[src/rtl/mem_req_arbiter_pkg.sv]
// Shared types and constants for the IFU/LSU memory request arbiter.
package mem_arb_pkg;

    localparam int unsigned ADDR_W = 32;
    localparam int unsigned DATA_W = 32;
    localparam int unsigned BSEL_W = 4;

    typedef enum logic [1:0] {IDLE, ISSUE, WAIT, RESP} arb_state_e;
    typedef enum logic {OWN_IFU, OWN_LSU} arb_owner_e;

    // Command latched at grant time and presented to the MMU
    typedef struct packed {
        logic [ADDR_W-1:0] addr;
        logic [BSEL_W-1:0] bytesel;
        logic [DATA_W-1:0] wdata;
        logic              rw;
    } mmu_cmd_t;

    localparam logic [BSEL_W-1:0] IFU_BYTESEL = 4'hF;
    localparam mmu_cmd_t          CMD_RST     = '0;
    localparam logic [DATA_W-1:0] DATA_RST    = '0;

endpackage

[src/rtl/mem_req_arbiter_if.sv]
// Requester and MMU-side signals of the arbiter, bundled for port connection.
interface mem_req_arbiter_if;
    import mem_arb_pkg::*;

    logic              ifu_req;
    logic [ADDR_W-1:0] ifu_addr;
    logic [DATA_W-1:0] ifu_rdata;
    logic              ifu_done;
    logic              ifu_err;

    logic              lsu_req;
    logic              lsu_we;
    logic [ADDR_W-1:0] lsu_addr;
    logic [BSEL_W-1:0] lsu_bytesel;
    logic [DATA_W-1:0] lsu_wdata;
    logic [DATA_W-1:0] lsu_rdata;
    logic              lsu_done;
    logic              lsu_err;

    logic [ADDR_W-1:0] mmu_address;
    logic [BSEL_W-1:0] mmu_bytesel;
    logic [DATA_W-1:0] mmu_dat_in;
    logic              mmu_read_or_write;
    logic              mmu_retrieve;
    logic [DATA_W-1:0] mmu_dat_out;
    logic              mmu_complete;

    modport master (
        input  ifu_req, ifu_addr, lsu_req, lsu_we, lsu_addr, lsu_bytesel, lsu_wdata,
               mmu_dat_out, mmu_complete,
        output ifu_rdata, ifu_done, ifu_err, lsu_rdata, lsu_done, lsu_err,
               mmu_address, mmu_bytesel, mmu_dat_in, mmu_read_or_write, mmu_retrieve
    );

    modport slave (
        output ifu_req, ifu_addr, lsu_req, lsu_we, lsu_addr, lsu_bytesel, lsu_wdata,
               mmu_dat_out, mmu_complete,
        input  ifu_rdata, ifu_done, ifu_err, lsu_rdata, lsu_done, lsu_err,
               mmu_address, mmu_bytesel, mmu_dat_in, mmu_read_or_write, mmu_retrieve
    );

endinterface

[src/rtl/mem_req_arbiter_pick.sv]
// Grant decision between IFU and LSU with a saturating LSU streak counter
// that forces an IFU grant after LSU_STREAK_MAX consecutive LSU wins.
module mem_arb_pick #(
    parameter int unsigned LSU_STREAK_MAX = 4
) (
    input  logic clk,
    input  logic rst_n,
    input  logic grant_en,
    input  logic ifu_req,
    input  logic lsu_req,
    output logic grant_ifu_c,
    output logic grant_lsu_c
);
    localparam int unsigned STREAK_W = $clog2(LSU_STREAK_MAX + 1);
    localparam logic [STREAK_W-1:0] STREAK_SAT = STREAK_W'(LSU_STREAK_MAX);

    logic [STREAK_W-1:0] streak_q;
    logic                ifu_forced;

    always_comb begin
        ifu_forced  = ifu_req && (streak_q == STREAK_SAT);
        grant_lsu_c = grant_en && lsu_req && !ifu_forced;
        grant_ifu_c = grant_en && ifu_req && !grant_lsu_c;
    end

    // Only LSU wins that starve a pending IFU extend the streak
    always_ff @(posedge clk or negedge rst_n) begin
        if (!rst_n) begin
            streak_q <= '0;
        end else if (grant_lsu_c && ifu_req) begin
            if (streak_q != STREAK_SAT) streak_q <= streak_q + STREAK_W'(1);
        end else if (grant_lsu_c || grant_ifu_c) begin
            streak_q <= '0;
        end
    end

endmodule

[src/rtl/mem_req_arbiter.sv]
// Single-port MMU arbiter: grants IFU or LSU, runs the retrieve/complete
// handshake with a timeout, and returns data/status to the owner.
module mem_req_arbiter
    import mem_arb_pkg::*;
#(
    parameter int unsigned TIMEOUT_CYCLES = 64,
    parameter int unsigned LSU_STREAK_MAX = 4
) (
    input logic               soc_clk,
    input logic               soc_rst_n,
    mem_req_arbiter_if.master bus
);
    localparam int unsigned TO_W = (TIMEOUT_CYCLES > 1) ? $clog2(TIMEOUT_CYCLES) : 1;
    localparam logic [TO_W-1:0] TO_LAST = TO_W'(TIMEOUT_CYCLES - 1);

    arb_state_e        state_q, state_d;
    arb_owner_e        owner_q, owner_d;
    mmu_cmd_t          cmd_q, cmd_d;
    logic [TO_W-1:0]   to_cnt_q, to_cnt_d;
    logic [DATA_W-1:0] ifu_rdata_q, ifu_rdata_d, lsu_rdata_q, lsu_rdata_d;
    logic              ifu_done_q, ifu_done_d, ifu_err_q, ifu_err_d;
    logic              lsu_done_q, lsu_done_d, lsu_err_q, lsu_err_d;
    logic              retrieve_q, retrieve_d;
    logic              to_resp, resp_err;
    logic [DATA_W-1:0] resp_data;
    logic              grant_ifu_c, grant_lsu_c;

    mem_arb_pick #(
        .LSU_STREAK_MAX(LSU_STREAK_MAX)
    ) u_pick (
        .clk        (soc_clk),
        .rst_n      (soc_rst_n),
        .grant_en   (state_q == IDLE),
        .ifu_req    (bus.ifu_req),
        .lsu_req    (bus.lsu_req),
        .grant_ifu_c(grant_ifu_c),
        .grant_lsu_c(grant_lsu_c)
    );

    always_comb begin
        state_d     = state_q;
        owner_d     = owner_q;
        cmd_d       = cmd_q;
        to_cnt_d    = to_cnt_q;
        ifu_rdata_d = ifu_rdata_q;
        lsu_rdata_d = lsu_rdata_q;
        ifu_done_d  = 1'b0;
        ifu_err_d   = 1'b0;
        lsu_done_d  = 1'b0;
        lsu_err_d   = 1'b0;
        retrieve_d  = 1'b0;
        to_resp     = 1'b0;
        resp_err    = 1'b0;
        resp_data   = DATA_RST;

        unique case (state_q)
            IDLE: begin
                // Malformed requests are answered with err without touching the MMU
                if (grant_lsu_c) begin
                    owner_d = OWN_LSU;
                    if (bus.lsu_bytesel == '0) begin
                        to_resp  = 1'b1;
                        resp_err = 1'b1;
                    end else begin
                        cmd_d.addr    = bus.lsu_addr;
                        cmd_d.bytesel = bus.lsu_bytesel;
                        cmd_d.wdata   = bus.lsu_wdata;
                        cmd_d.rw      = bus.lsu_we;
                        state_d       = ISSUE;
                        retrieve_d    = 1'b1;
                    end
                end else if (grant_ifu_c) begin
                    owner_d = OWN_IFU;
                    if (bus.ifu_addr[1:0] != 2'b00) begin
                        to_resp  = 1'b1;
                        resp_err = 1'b1;
                    end else begin
                        cmd_d.addr    = bus.ifu_addr;
                        cmd_d.bytesel = IFU_BYTESEL;
                        cmd_d.wdata   = DATA_RST;
                        cmd_d.rw      = 1'b0;
                        state_d       = ISSUE;
                        retrieve_d    = 1'b1;
                    end
                end
            end
            ISSUE: begin
                to_cnt_d = '0;
                if (bus.mmu_complete) begin
                    to_resp   = 1'b1;
                    resp_data = bus.mmu_dat_out;
                end else begin
                    state_d = WAIT;
                end
            end
            WAIT: begin
                if (bus.mmu_complete) begin
                    to_resp   = 1'b1;
                    resp_data = bus.mmu_dat_out;
                end else if (to_cnt_q == TO_LAST) begin
                    to_resp  = 1'b1;
                    resp_err = 1'b1;
                end else begin
                    to_cnt_d = to_cnt_q + TO_W'(1);
                end
            end
            RESP:    state_d = IDLE;
            default: state_d = IDLE;
        endcase

        // Route completion to whichever requester owns this transaction
        if (to_resp) begin
            state_d = RESP;
            if (owner_d == OWN_IFU) begin
                ifu_done_d  = 1'b1;
                ifu_err_d   = resp_err;
                ifu_rdata_d = resp_data;
            end else begin
                lsu_done_d  = 1'b1;
                lsu_err_d   = resp_err;
                lsu_rdata_d = resp_data;
            end
        end
    end

    always_ff @(posedge soc_clk or negedge soc_rst_n) begin
        if (!soc_rst_n) begin
            state_q     <= IDLE;
            owner_q     <= OWN_IFU;
            cmd_q       <= CMD_RST;
            to_cnt_q    <= '0;
            ifu_rdata_q <= DATA_RST;
            lsu_rdata_q <= DATA_RST;
            ifu_done_q  <= 1'b0;
            ifu_err_q   <= 1'b0;
            lsu_done_q  <= 1'b0;
            lsu_err_q   <= 1'b0;
            retrieve_q  <= 1'b0;
        end else begin
            state_q     <= state_d;
            owner_q     <= owner_d;
            cmd_q       <= cmd_d;
            to_cnt_q    <= to_cnt_d;
            ifu_rdata_q <= ifu_rdata_d;
            lsu_rdata_q <= lsu_rdata_d;
            ifu_done_q  <= ifu_done_d;
            ifu_err_q   <= ifu_err_d;
            lsu_done_q  <= lsu_done_d;
            lsu_err_q   <= lsu_err_d;
            retrieve_q  <= retrieve_d;
        end
    end

    assign bus.mmu_address       = cmd_q.addr;
    assign bus.mmu_bytesel       = cmd_q.bytesel;
    assign bus.mmu_dat_in        = cmd_q.wdata;
    assign bus.mmu_read_or_write = cmd_q.rw;
    assign bus.mmu_retrieve      = retrieve_q;
    assign bus.ifu_rdata         = ifu_rdata_q;
    assign bus.ifu_done          = ifu_done_q;
    assign bus.ifu_err           = ifu_err_q;
    assign bus.lsu_rdata         = lsu_rdata_q;
    assign bus.lsu_done          = lsu_done_q;
    assign bus.lsu_err           = lsu_err_q;

endmodule
[src/flat_wrapper.sv]
// flat-port wrapper written by rule: the top's interface ports become plain ports
module mem_req_arbiter_flat import mem_arb_pkg::*;
#(
    parameter int unsigned TIMEOUT_CYCLES = 64,
    parameter int unsigned LSU_STREAK_MAX = 4
)
  (soc_clk, soc_rst_n, bus_ifu_req, bus_ifu_addr, bus_lsu_req, bus_lsu_we, bus_lsu_addr, bus_lsu_bytesel, bus_lsu_wdata, bus_mmu_dat_out, bus_mmu_complete, bus_ifu_rdata, bus_ifu_done, bus_ifu_err, bus_lsu_rdata, bus_lsu_done, bus_lsu_err, bus_mmu_address, bus_mmu_bytesel, bus_mmu_dat_in, bus_mmu_read_or_write, bus_mmu_retrieve);
  mem_req_arbiter_if bus_i ();
  input logic soc_clk;
  input logic soc_rst_n;
  input wire logic [$bits(bus_i.ifu_req)-1:0] bus_ifu_req;
  input wire logic [$bits(bus_i.ifu_addr)-1:0] bus_ifu_addr;
  input wire logic [$bits(bus_i.lsu_req)-1:0] bus_lsu_req;
  input wire logic [$bits(bus_i.lsu_we)-1:0] bus_lsu_we;
  input wire logic [$bits(bus_i.lsu_addr)-1:0] bus_lsu_addr;
  input wire logic [$bits(bus_i.lsu_bytesel)-1:0] bus_lsu_bytesel;
  input wire logic [$bits(bus_i.lsu_wdata)-1:0] bus_lsu_wdata;
  input wire logic [$bits(bus_i.mmu_dat_out)-1:0] bus_mmu_dat_out;
  input wire logic [$bits(bus_i.mmu_complete)-1:0] bus_mmu_complete;
  output wire logic [$bits(bus_i.ifu_rdata)-1:0] bus_ifu_rdata;
  output wire logic [$bits(bus_i.ifu_done)-1:0] bus_ifu_done;
  output wire logic [$bits(bus_i.ifu_err)-1:0] bus_ifu_err;
  output wire logic [$bits(bus_i.lsu_rdata)-1:0] bus_lsu_rdata;
  output wire logic [$bits(bus_i.lsu_done)-1:0] bus_lsu_done;
  output wire logic [$bits(bus_i.lsu_err)-1:0] bus_lsu_err;
  output wire logic [$bits(bus_i.mmu_address)-1:0] bus_mmu_address;
  output wire logic [$bits(bus_i.mmu_bytesel)-1:0] bus_mmu_bytesel;
  output wire logic [$bits(bus_i.mmu_dat_in)-1:0] bus_mmu_dat_in;
  output wire logic [$bits(bus_i.mmu_read_or_write)-1:0] bus_mmu_read_or_write;
  output wire logic [$bits(bus_i.mmu_retrieve)-1:0] bus_mmu_retrieve;
  assign bus_i.ifu_req = bus_ifu_req;
  assign bus_i.ifu_addr = bus_ifu_addr;
  assign bus_i.lsu_req = bus_lsu_req;
  assign bus_i.lsu_we = bus_lsu_we;
  assign bus_i.lsu_addr = bus_lsu_addr;
  assign bus_i.lsu_bytesel = bus_lsu_bytesel;
  assign bus_i.lsu_wdata = bus_lsu_wdata;
  assign bus_i.mmu_dat_out = bus_mmu_dat_out;
  assign bus_i.mmu_complete = bus_mmu_complete;
  assign bus_ifu_rdata = bus_i.ifu_rdata;
  assign bus_ifu_done = bus_i.ifu_done;
  assign bus_ifu_err = bus_i.ifu_err;
  assign bus_lsu_rdata = bus_i.lsu_rdata;
  assign bus_lsu_done = bus_i.lsu_done;
  assign bus_lsu_err = bus_i.lsu_err;
  assign bus_mmu_address = bus_i.mmu_address;
  assign bus_mmu_bytesel = bus_i.mmu_bytesel;
  assign bus_mmu_dat_in = bus_i.mmu_dat_in;
  assign bus_mmu_read_or_write = bus_i.mmu_read_or_write;
  assign bus_mmu_retrieve = bus_i.mmu_retrieve;
  mem_req_arbiter #(.TIMEOUT_CYCLES(TIMEOUT_CYCLES), .LSU_STREAK_MAX(LSU_STREAK_MAX)) u_core (.soc_clk(soc_clk), .soc_rst_n(soc_rst_n), .bus(bus_i));
endmodule
[config.mk]
export PLATFORM = sky130hd
export DESIGN_NAME = mem_req_arbiter_flat
export DESIGN_NICKNAME = d
export VERILOG_FILES = /design/src/rtl/mem_req_arbiter_pkg.sv /design/src/rtl/mem_req_arbiter_if.sv /design/src/rtl/mem_req_arbiter_pick.sv /design/src/rtl/mem_req_arbiter.sv /design/src/flat_wrapper.sv
export SDC_FILE = /design/constraint.sdc
export NUM_CORES = 1
export LEC_CHECK = 0
export ABC_AREA = 1
export CAP_MARGIN = 40
export CORE_MARGIN = 3
export CORE_UTILIZATION = 36
export CTS_BUF_LIST = sky130_fd_sc_hd__clkbuf_8
export CTS_CLUSTER_SIZE = 16
export DETAILED_ROUTE_END_ITERATION = 12
export HOLD_SLACK_MARGIN = 0.08
export MAX_ROUTING_LAYER = met4
export PLACE_DENSITY = 0.79
export SETUP_SLACK_MARGIN = 0.2
export SLEW_MARGIN = 15
export SYNTH_ARGS = -nofsm -noshare
export SYNTH_HDL_FRONTEND = slang
export SYNTH_SLANG_ARGS = --single-unit
[constraint.sdc]
create_clock -name soc_clk -period 2.2 [get_ports soc_clk]
set_clock_uncertainty 0.05 [all_clocks]
set_input_delay 0.66 -clock soc_clk [delete_from_list [all_inputs] [get_ports soc_clk]]
set_output_delay 0.66 -clock soc_clk [all_outputs]
set_load 0.01 [all_outputs]
Word-level counts from Yosys, hierarchy flattened
Cells that the tools add are included.

word-level totals
  register bits after elaboration = 150
  input port bits = 138
  output and inout bits = 138
  word-level logic and storage cells = 101

cells by class
  add/sub/neg operators = 2
  equality and inequality tests = 15
  muxes and demuxes = 45
  bitwise logic cells = 1
  reduce and logical (&&, ||, !) cells = 23

operators with widths
  kind                                            number
  two-way mux 69 bit                              4
  two-way mux 32 bit                              2
  two-way mux 1 bit                               24
  two-way mux 2 bit                               6
  two-way mux 6 bit                               2
  case mux 6 bit (2 select lines)                 1
  two-way mux 3 bit                               3
  != test 2 bit (second input constant)           4
  != test 4 x 3 -> 1 bit (second input constant)  2
  nonzero test 2 bit                              4
  adder 6 x 1 -> 6 bit (second input constant)    1
  == test 6 bit (second input constant)           1
  logical AND 1 bit                               6
  case mux 2 bit (3 select lines)                 1
  AND reduction 2 bit                             3
  AND reduction 5 bit                             1
  == test 2 bit (second input constant)           2
  logical NOT 4 bit                               1
  != test 4 x 1 -> 1 bit (second input constant)  1
  AND reduction 4 bit                             1
  nonzero test 4 bit                              1
  adder 3 x 1 -> 3 bit (second input constant)    1
  == test 3 bit (second input constant)           1
  != test 3 x 2 -> 1 bit (second input constant)  1
  11 further kinds                                12

Depth between registers and ports, before layout
Gate-level depths: netlist (run 1).

  depth after elaboration = 11
  mapped depth = 15
  mapped depth without buffers = 14

Cells and area by module
A second synthesis (run 1) with hierarchy kept.

unflattened totals
  cell total of the unflattened synthesis = 689
  area total of the unflattened synthesis = 6487.5 µm²

modules (own cells, without submodules)
  module           instances  cells an instance  area an instance (µm²)  seq. area each (µm²)
  mem_req_arbiter  1          660                6282.3                  3678.5
  mem_arb_pick     1          29                 205.2                   75.1

Worst setup path before layout (run 1)
No wires, ideal clock.

  path kind = input-to-reg
  from = input port bus_lsu_req
  to = register u_core.lsu_rdata_q[8] (netlist: u_core.bus.lsu_rdata[8])
  library setup time = 0.121 ns
  arrival time = 1.638 ns
  required time = 2.029 ns
  setup slack = 0.391 ns
  stages = 12
  cells stage by stage = nand2_1 inv_2 nand2_4 inv_2 nand2_4 nand2_2 nand2_2 nand2_4 buf_6 buf_6 o21ai_1 nand2_1

between the ends
  cells in the longest elaborated chain, start to end = 8
  elaborated cells between the ends (all ways) = 11

ends and longest elaborated chain
  item                                                                         line                        RTL
  start: declaration                                                           flat_wrapper.sv:13          input wire logic [$bits(bus_i.lsu_req)-1:0] bus_lsu_req;
  logical AND 1 bit (*) (2 in series)                                          mem_req_arbiter_pick.sv:22  grant_lsu_c = grant_en && lsu_req && !ifu_forced;
  logical NOT 1 bit                                                            mem_req_arbiter_pick.sv:23  grant_ifu_c = grant_en && ifu_req && !grant_lsu_c;
  logical AND 1 bit                                                            mem_req_arbiter_pick.sv:23
  two-way mux 1 bit                                                            mem_req_arbiter.sv:72       end else if (grant_ifu_c) begin
  two-way mux 1 bit                                                            mem_req_arbiter.sv:59       if (grant_lsu_c) begin
  case mux 1 bit (3 select lines) / two-way mux 1 bit (equally long branches)  mem_req_arbiter.sv:56       unique case (state_q)
  AND reduction 2 bit (no source line) (*)                                     --
  end signal: assignment                                                       mem_req_arbiter.sv:145      lsu_rdata_q <= lsu_rdata_d;
  end: declaration                                                             mem_req_arbiter.sv:20       logic [DATA_W-1:0] ifu_rdata_q, ifu_rdata_d, lsu_rdata_q, lsu_rdata_d;

Mark *: on every way between the ends. The rest lies on a longest branch, timed or not.
A chain may end at the register's enable or synchronous reset.

Worst setup path in the final report (run 1)
  from = input port bus_lsu_bytesel[1]
  to = register u_core.ifu_rdata_q[29] (netlist: u_core.bus.ifu_rdata[29])

between the ends
  cells in the longest elaborated chain, start to end = 5

ends and longest elaborated chain
  item                                  line                    RTL
  start: declaration                    flat_wrapper.sv:16      input wire logic [$bits(bus_i.lsu_bytesel)-1:0] bus_lsu_bytesel;
  logical NOT 4 bit                     mem_req_arbiter.sv:61   if (bus.lsu_bytesel == '0) begin
  two-way mux 1 bit                     mem_req_arbiter.sv:61
  two-way mux 1 bit                     mem_req_arbiter.sv:59
  case mux 1 bit (3 select lines)       mem_req_arbiter.sv:56
  AND reduction 2 bit (no source line)  --
  end signal: assignment                mem_req_arbiter.sv:144  ifu_rdata_q <= ifu_rdata_d;
  end: declaration                      mem_req_arbiter.sv:20

Every way passes these cells.

==> metrics.txt, run 1 <==
Final Hold Fails 0; Critical Path Stages 11; leading area contributor after synthesis dfrtp_1; Multi-input gate area 2500 sq um; Crit path required time 2540 ps; I/O Buffers 275; path depth of the worst reg2reg path 12; Hold EP u_core.bus.lsu_rdata[5]$_DFFE_PN0P_; WP buf/inv 2; leakage 5.52 nW; IO Pins 276; Crit path top cell by count nand2_4; Reg area 3750 sq um; CP Launch Type input port; top cells by area, synth dfrtp_1 57%, nand2_1 16%, nor2_1 4.3%, o21ai_0 3.9%, a31oi_1 3.0%; f_max 0.511 GHz; Root Driver clkbuf_8; CTS max path bufs 2; Top delay family on crit path simple AND/OR/NAND/NOR gates; global-route wire length before repair 32.3 mm; register-to-register path setup slack 250 ps; syn_nets 939; Fin Setup TNS 0 ps; most common cell after layout, fill and taps aside nand2_1; most frequent cells in the layout 286 x nand2_1, 150 x dfrtp_1, 138 x dlygate4sd2_1; fin. max-slew vios 0; Seq/Total Area, Yosys 0.568; syn_area_per_cell 8.33 sq um; Routed Antenna Nets 0; hold crit path type flop to flop; maximum VDD drop 0.000617 V; Crit. End Element flop; Antenna diodes 0; DRC 0; DR pass1 iterations 4; hold_sp u_core.bus.lsu_rdata[5]$_DFFE_PN0P_; Post-Synthesis Cell Area 6610 sq um; Vert. Die Dim 142 microns; gr usage total 0.206; Die X 142 microns; post-layout min period 1960 ps; crit-path cells clkdlybuf4s50_1 > nor2_1 > nand3_2 > nand2_4 > nand2_4 > nand2_4 > nand2_8 > nor2_4 > clkbuf_16 > nand2_1 > nand2_1; CORE AREA 17700 sq um; vias post-DR 6453; Vias/cell 4.84; vias in the first global route 6277; fillcell total 1601; Syn Inst Count 794; Max stage delay cell, worst path clkdlybuf4s50_1; flops & latches, synth 150; hold depth 2; Worst-path clk slew 90 ps; Final period util 0.890; routability cong. 0.812; DP Wirelength 14.9 mm; wire length per cell 16.0 microns; status completed; die area 20000 sq um; share of Yosys cell area claimed by the top area cell type 0.568; Worst R2R End u_core.bus.ifu_rdata[29]$_DFFE_PN0P_; RSZ-0062 raised after global routing true; YS warnings 0; initial core utilization 0.375; initial antenna violation count 0; Critical Path Fanout Max 8; reg2reg start u_core.to_cnt_q[0]$_DFFE_PN0P_; synthesis-to-finish area growth 55.6%; largest net degree at the start of global routing 53; clock sinks 150; Yosys cell types 30; Max Cap Viol 0; NumNets Final 1240; GRT overflow 0; Final Util 0.583; critical path arrival 2290 ps; layout cells sized above 1 0.100; Iteration-0 DRC Markers 231; kind of critical path input port to flop; Least-Margin Pin Slew 318 ps; row count 48; crit path from bus_lsu_bytesel[1]; PD cells 1240 nW/um^2; max_slew headroom 0.788; final WL 21.3 mm; CP peak stage delay 420 ps; H-Tree Level Count 4; clock latency on the worst-skew pair 440 ps; CTS tree done; CTS buffer count 17; number of setup violations in the final report 0
[Yosys cell counts]
master,instances
nand3_2,1
nand2_4,3
clkinv_1,1
a32o_1,1
xor2_1,2
o21ai_1,19
nand2_2,2
o21ai_0,51
clkbuf_1,21
nand4_1,3
nand2_1,289
nor2_1,76
buf_4,6
a31oi_1,32
clkbuf_2,2
ha_1,7
a21oi_1,6
nor2_4,2
dfrtp_1,150
buf_6,2
inv_1,52
xnor2_1,1
nor3_1,2
o31ai_1,3
o21ai_2,1
buf_1,3
o22a_1,1
nand3_1,39
buf_2,12
inv_2,4
[logic make-up (layout without fill, tap and decap cells)]
family                   after synthesis  after routing  share of synthesized area
AND/OR/NAND/NOR                      417            417                      0.253
adder cells (fa/ha/maj)                7              7                     0.0132
buffers and inverters                103            417                     0.0668
XOR/XNOR                               3              3                    0.00397
flip-flops                           150            150                      0.568
AO/OA/AOI/OAI                        114            114                     0.0954
[cell type report]
cell class,count,area share
Clock buffer,19,0.0254
Clock inverter,13,0.00961
Tap cell,225,0.0274
Inverter,57,0.0212
Timing Repair Buffer,328,0.308
Sequential cell,150,0.365
Multi-Input combinational cell,541,0.243
[routing by layer]
| metal | up-vias | track usage | wire, microns |
|---|---|---|---|
| li1 | 3121 | - | - |
| met3 | 22 | 0.0586 | 1890 |
| met5 | - | - | 0 |
| met4 | 0 | 0.0510 | 312 |
| met1 | 3025 | 0.258 | 8820 |
| met2 | 285 | 0.333 | 10300 |
[power by group]
part	internal, W	switching, W
clock	0.000851	0.00111
sequential	0.00379	0.000537
combinational	0.00277	0.00370
total	0.00741	0.00535
[flip-flops by register name, summed over array words and instances (netlist names)]
signal                        cells
u_core.bus.ifu_done               1
u_core.bus.ifu_err                1
u_core.bus.ifu_rdata             32
u_core.bus.lsu_done               1
u_core.bus.lsu_err                1
u_core.bus.lsu_rdata             32
u_core.bus.mmu_address           32
u_core.bus.mmu_bytesel            4
u_core.bus.mmu_dat_in            32
u_core.bus.mmu_read_or_write      1
u_core.bus.mmu_retrieve           1
u_core.owner_q                    1
u_core.state_q                    2
u_core.to_cnt_q                   6
u_core.u_pick.streak_q            3
[tightest hold or removal path: stages (launching register included)]
cell,delay (ps)
dfrtp_1,350
o21ai_1,60
nand2_1,50
[worst max path at each step]
stage | endpoint | slack (ps)
final | u_core.bus.ifu_rdata[29]$_DFFE_PN0P_ | 240
after global routing | u_core.bus.ifu_rdata[14]$_DFFE_PN0P_ | 170
after CTS | u_core.bus.ifu_rdata[8]$_DFFE_PN0P_ | 210
after detailed placement | u_core.bus.ifu_rdata[3]$_DFFE_PN0P_ | -220
after global placement | u_core.bus.ifu_rdata[9]$_DFFE_PN0P_ | -160
after floorplan | u_core.bus.lsu_rdata[8]$_DFFE_PN0P_ | 390
[stage by stage]
step | area [sq um] | hold WS (ps) | setup WS (ps) | power [W] | std cells
after floorplan | 6610 | 314 | 391 | 0.00751 | 794
after global placement | 9850 | 408 | -160 | 0.0109 | 1287
after detailed placement | 9850 | 415 | -225 | 0.0111 | 1287
after CTS | 10000 | 431 | 209 | 0.0124 | 1320
after global routing | 10300 | 457 | 174 | 0.0137 | 1333
final | 10300 | 428 | 242 | 0.0128 | 1333
[repair_timing]
action	4_1_cts	5_1_grt
gates cloned	0	4
resized for setup	138	37
setup buffers	0	9
endpoints found under the hold margin	26	0
hold buffers	1	0
pin swaps	0	6
setup endpoints to repair	138	136
Note: power is estimated with default switching activity, not from simulation.
==> run 2: changes to the inputs <==
RECOVER_POWER = 50   (was not set)
==> metrics.txt, run 2 (synthesis results as in run 1) <==
row count 48; DP Wirelength 14.9 mm; I/O Buffers 275; initial antenna violation count 0; Crit. End Element flop; worst hold slack 429 ps; f_max 0.509 GHz; routability cong. 0.812; Routed Antenna Nets 0; initial core utilization 0.375; crit-path cells inv_1 > ha_4 > nand2_1 > inv_1 > nand2_1 > nand2_1 > nor2_2 > nand2_4 > nand2_8 > nor2_4 > clkbuf_16 > nand2_1 > nand2_1; maximum VDD drop 0.000617 V; gr usage total 0.206; final WL 21.3 mm; status completed; most common cell after layout, fill and taps aside nand2_1; fin. max-slew vios 0; clock sinks 150; Crit path required time 2540 ps; CP Launch Type flop; Iteration-0 DRC Markers 242; Final period util 0.893; clock latency on the worst-skew pair 440 ps; global-route wire length before repair 32.3 mm; max_slew headroom 0.484; die area 20000 sq um; Critical Path Fanout Max 8; Non-Filler Instances 1333; wire length per cell 16.0 microns; CTS tree done; Max stage delay cell, worst path dfrtp_1; PD cells 1240 nW/um^2; post-layout min period 1970 ps; Root Driver clkbuf_8; H-Tree Level Count 4; GRT overflow 0; DR pass1 iterations 5; vias post-DR 6471; CP peak stage delay 420 ps; Antenna diodes 0; largest net degree at the start of global routing 53; Crit path top cell by count nand2_1; CORE AREA 17700 sq um; CTS buffer count 17; critical path arrival 2300 ps; kind of critical path flop to flop; hold crit path type flop to flop; CTS max path bufs 2; Fin Setup TNS 0 ps; Top delay family on crit path simple AND/OR/NAND/NOR gates; leakage 5.50 nW; RSZ-0062 raised after global routing true; placed cell count 1287; layout cells sized above 1 0.0975; Vert. Die Dim 142 microns; IO Pins 276; Final Hold Fails 0; NumNets Final 1240; Least-Margin Pin Slew 774 ps; number of setup violations in the final report 0; most frequent cells in the layout 287 x nand2_1, 150 x dfrtp_1, 138 x dlygate4sd2_1; Worst-path clk slew 100 ps; DRC 0; synthesis-to-finish area growth 55.1%; vias in the first global route 6277; register-to-register path setup slack 230 ps; Final Power 0.0127 W; Die X 142 microns; Max Cap Viol 0; WP buf/inv 3; Vias/cell 4.85
run 2: metal layers:
layer	wire length, microns	vias to the layer above	part of all wire	global-route usage
li1	-	3129	-	-
met4	311	0	0.015	0.0510
met3	1870	23	0.088	0.0586
met5	0	-	0	-
met2	10300	282	0.48	0.333
met1	8820	3037	0.41	0.258
run 2: what timing repair did:
item | 4_1_cts | 5_1_grt
setup endpoints to repair | 138 | 136
endpoints found under the hold margin | 26 | 0
gates cloned | 0 | 4
gates resized for setup | 138 | 37
pin swaps | 0 | 6
buffers inserted | 0 | 9
hold buffers | 1 | 0
run 2: final timing paths:
check,from,end,cells past startpoint
max in group asynchronous,soc_rst_n,u_core.bus.ifu_rdata[30]$_DFFE_PN0P_,3
min in group asynchronous,soc_rst_n,u_core.bus.lsu_rdata[26]$_DFFE_PN0P_,2
worst max-delay path,u_core.state_q[0]$_DFFE_PN0P_,u_core.bus.ifu_rdata[29]$_DFFE_PN0P_,13
worst min-delay path,u_core.bus.lsu_rdata[5]$_DFFE_PN0P_,u_core.bus.lsu_rdata[5]$_DFFE_PN0P_,2
worst min register to register,u_core.bus.lsu_rdata[5]$_DFFE_PN0P_,u_core.bus.lsu_rdata[5]$_DFFE_PN0P_,2
worst max register to register,u_core.state_q[0]$_DFFE_PN0P_,u_core.bus.ifu_rdata[29]$_DFFE_PN0P_,13
run 2: area by class of cell:
class / count / area [sq um]
sequential: 150 / 3750
clock buffer: 19 / 262
fill: 1604 / 7400
inverter: 57 / 218
clock inverter: 13 / 98.8
timing repair buffer: 328 / 3150
multi-input combinational: 541 / 2500
tap: 225 / 282
run 2: worst reg2reg max path, delay by kind of cell (launching register included):
| family | cells | cell delay (ps) |
|---|---|---|
| and+or+nand+nor | 9 | 850 |
| buffers and inverters | 3 | 420 |
| DFF | 1 | 420 |
| adders and majority gates | 1 | 190 |
run 2: power by group:
| part | switching, W | total (W) | internal (W) |
|---|---|---|---|
| Combinational | 0.00370 | 0.00645 | 0.00275 |
| Clock | 0.00110 | 0.00195 | 0.000850 |
| Sequential | 0.000534 | 0.00433 | 0.00379 |
| Total | 0.00534 | 0.0127 | 0.00739 |
run 2: metrics by stage:
| step | instance area, sq um | worst slack (ps) | utilization |
|---|---|---|---|
| floorplan | 6610 | 391 | - |
| global placement | 9850 | -160 | 0.558 |
| finish | 10300 | 235 | 0.581 |
| detailed placement | 9850 | -225 | 0.558 |
| CTS | 10000 | 209 | 0.569 |
| global route | 10300 | 102 | 0.581 |
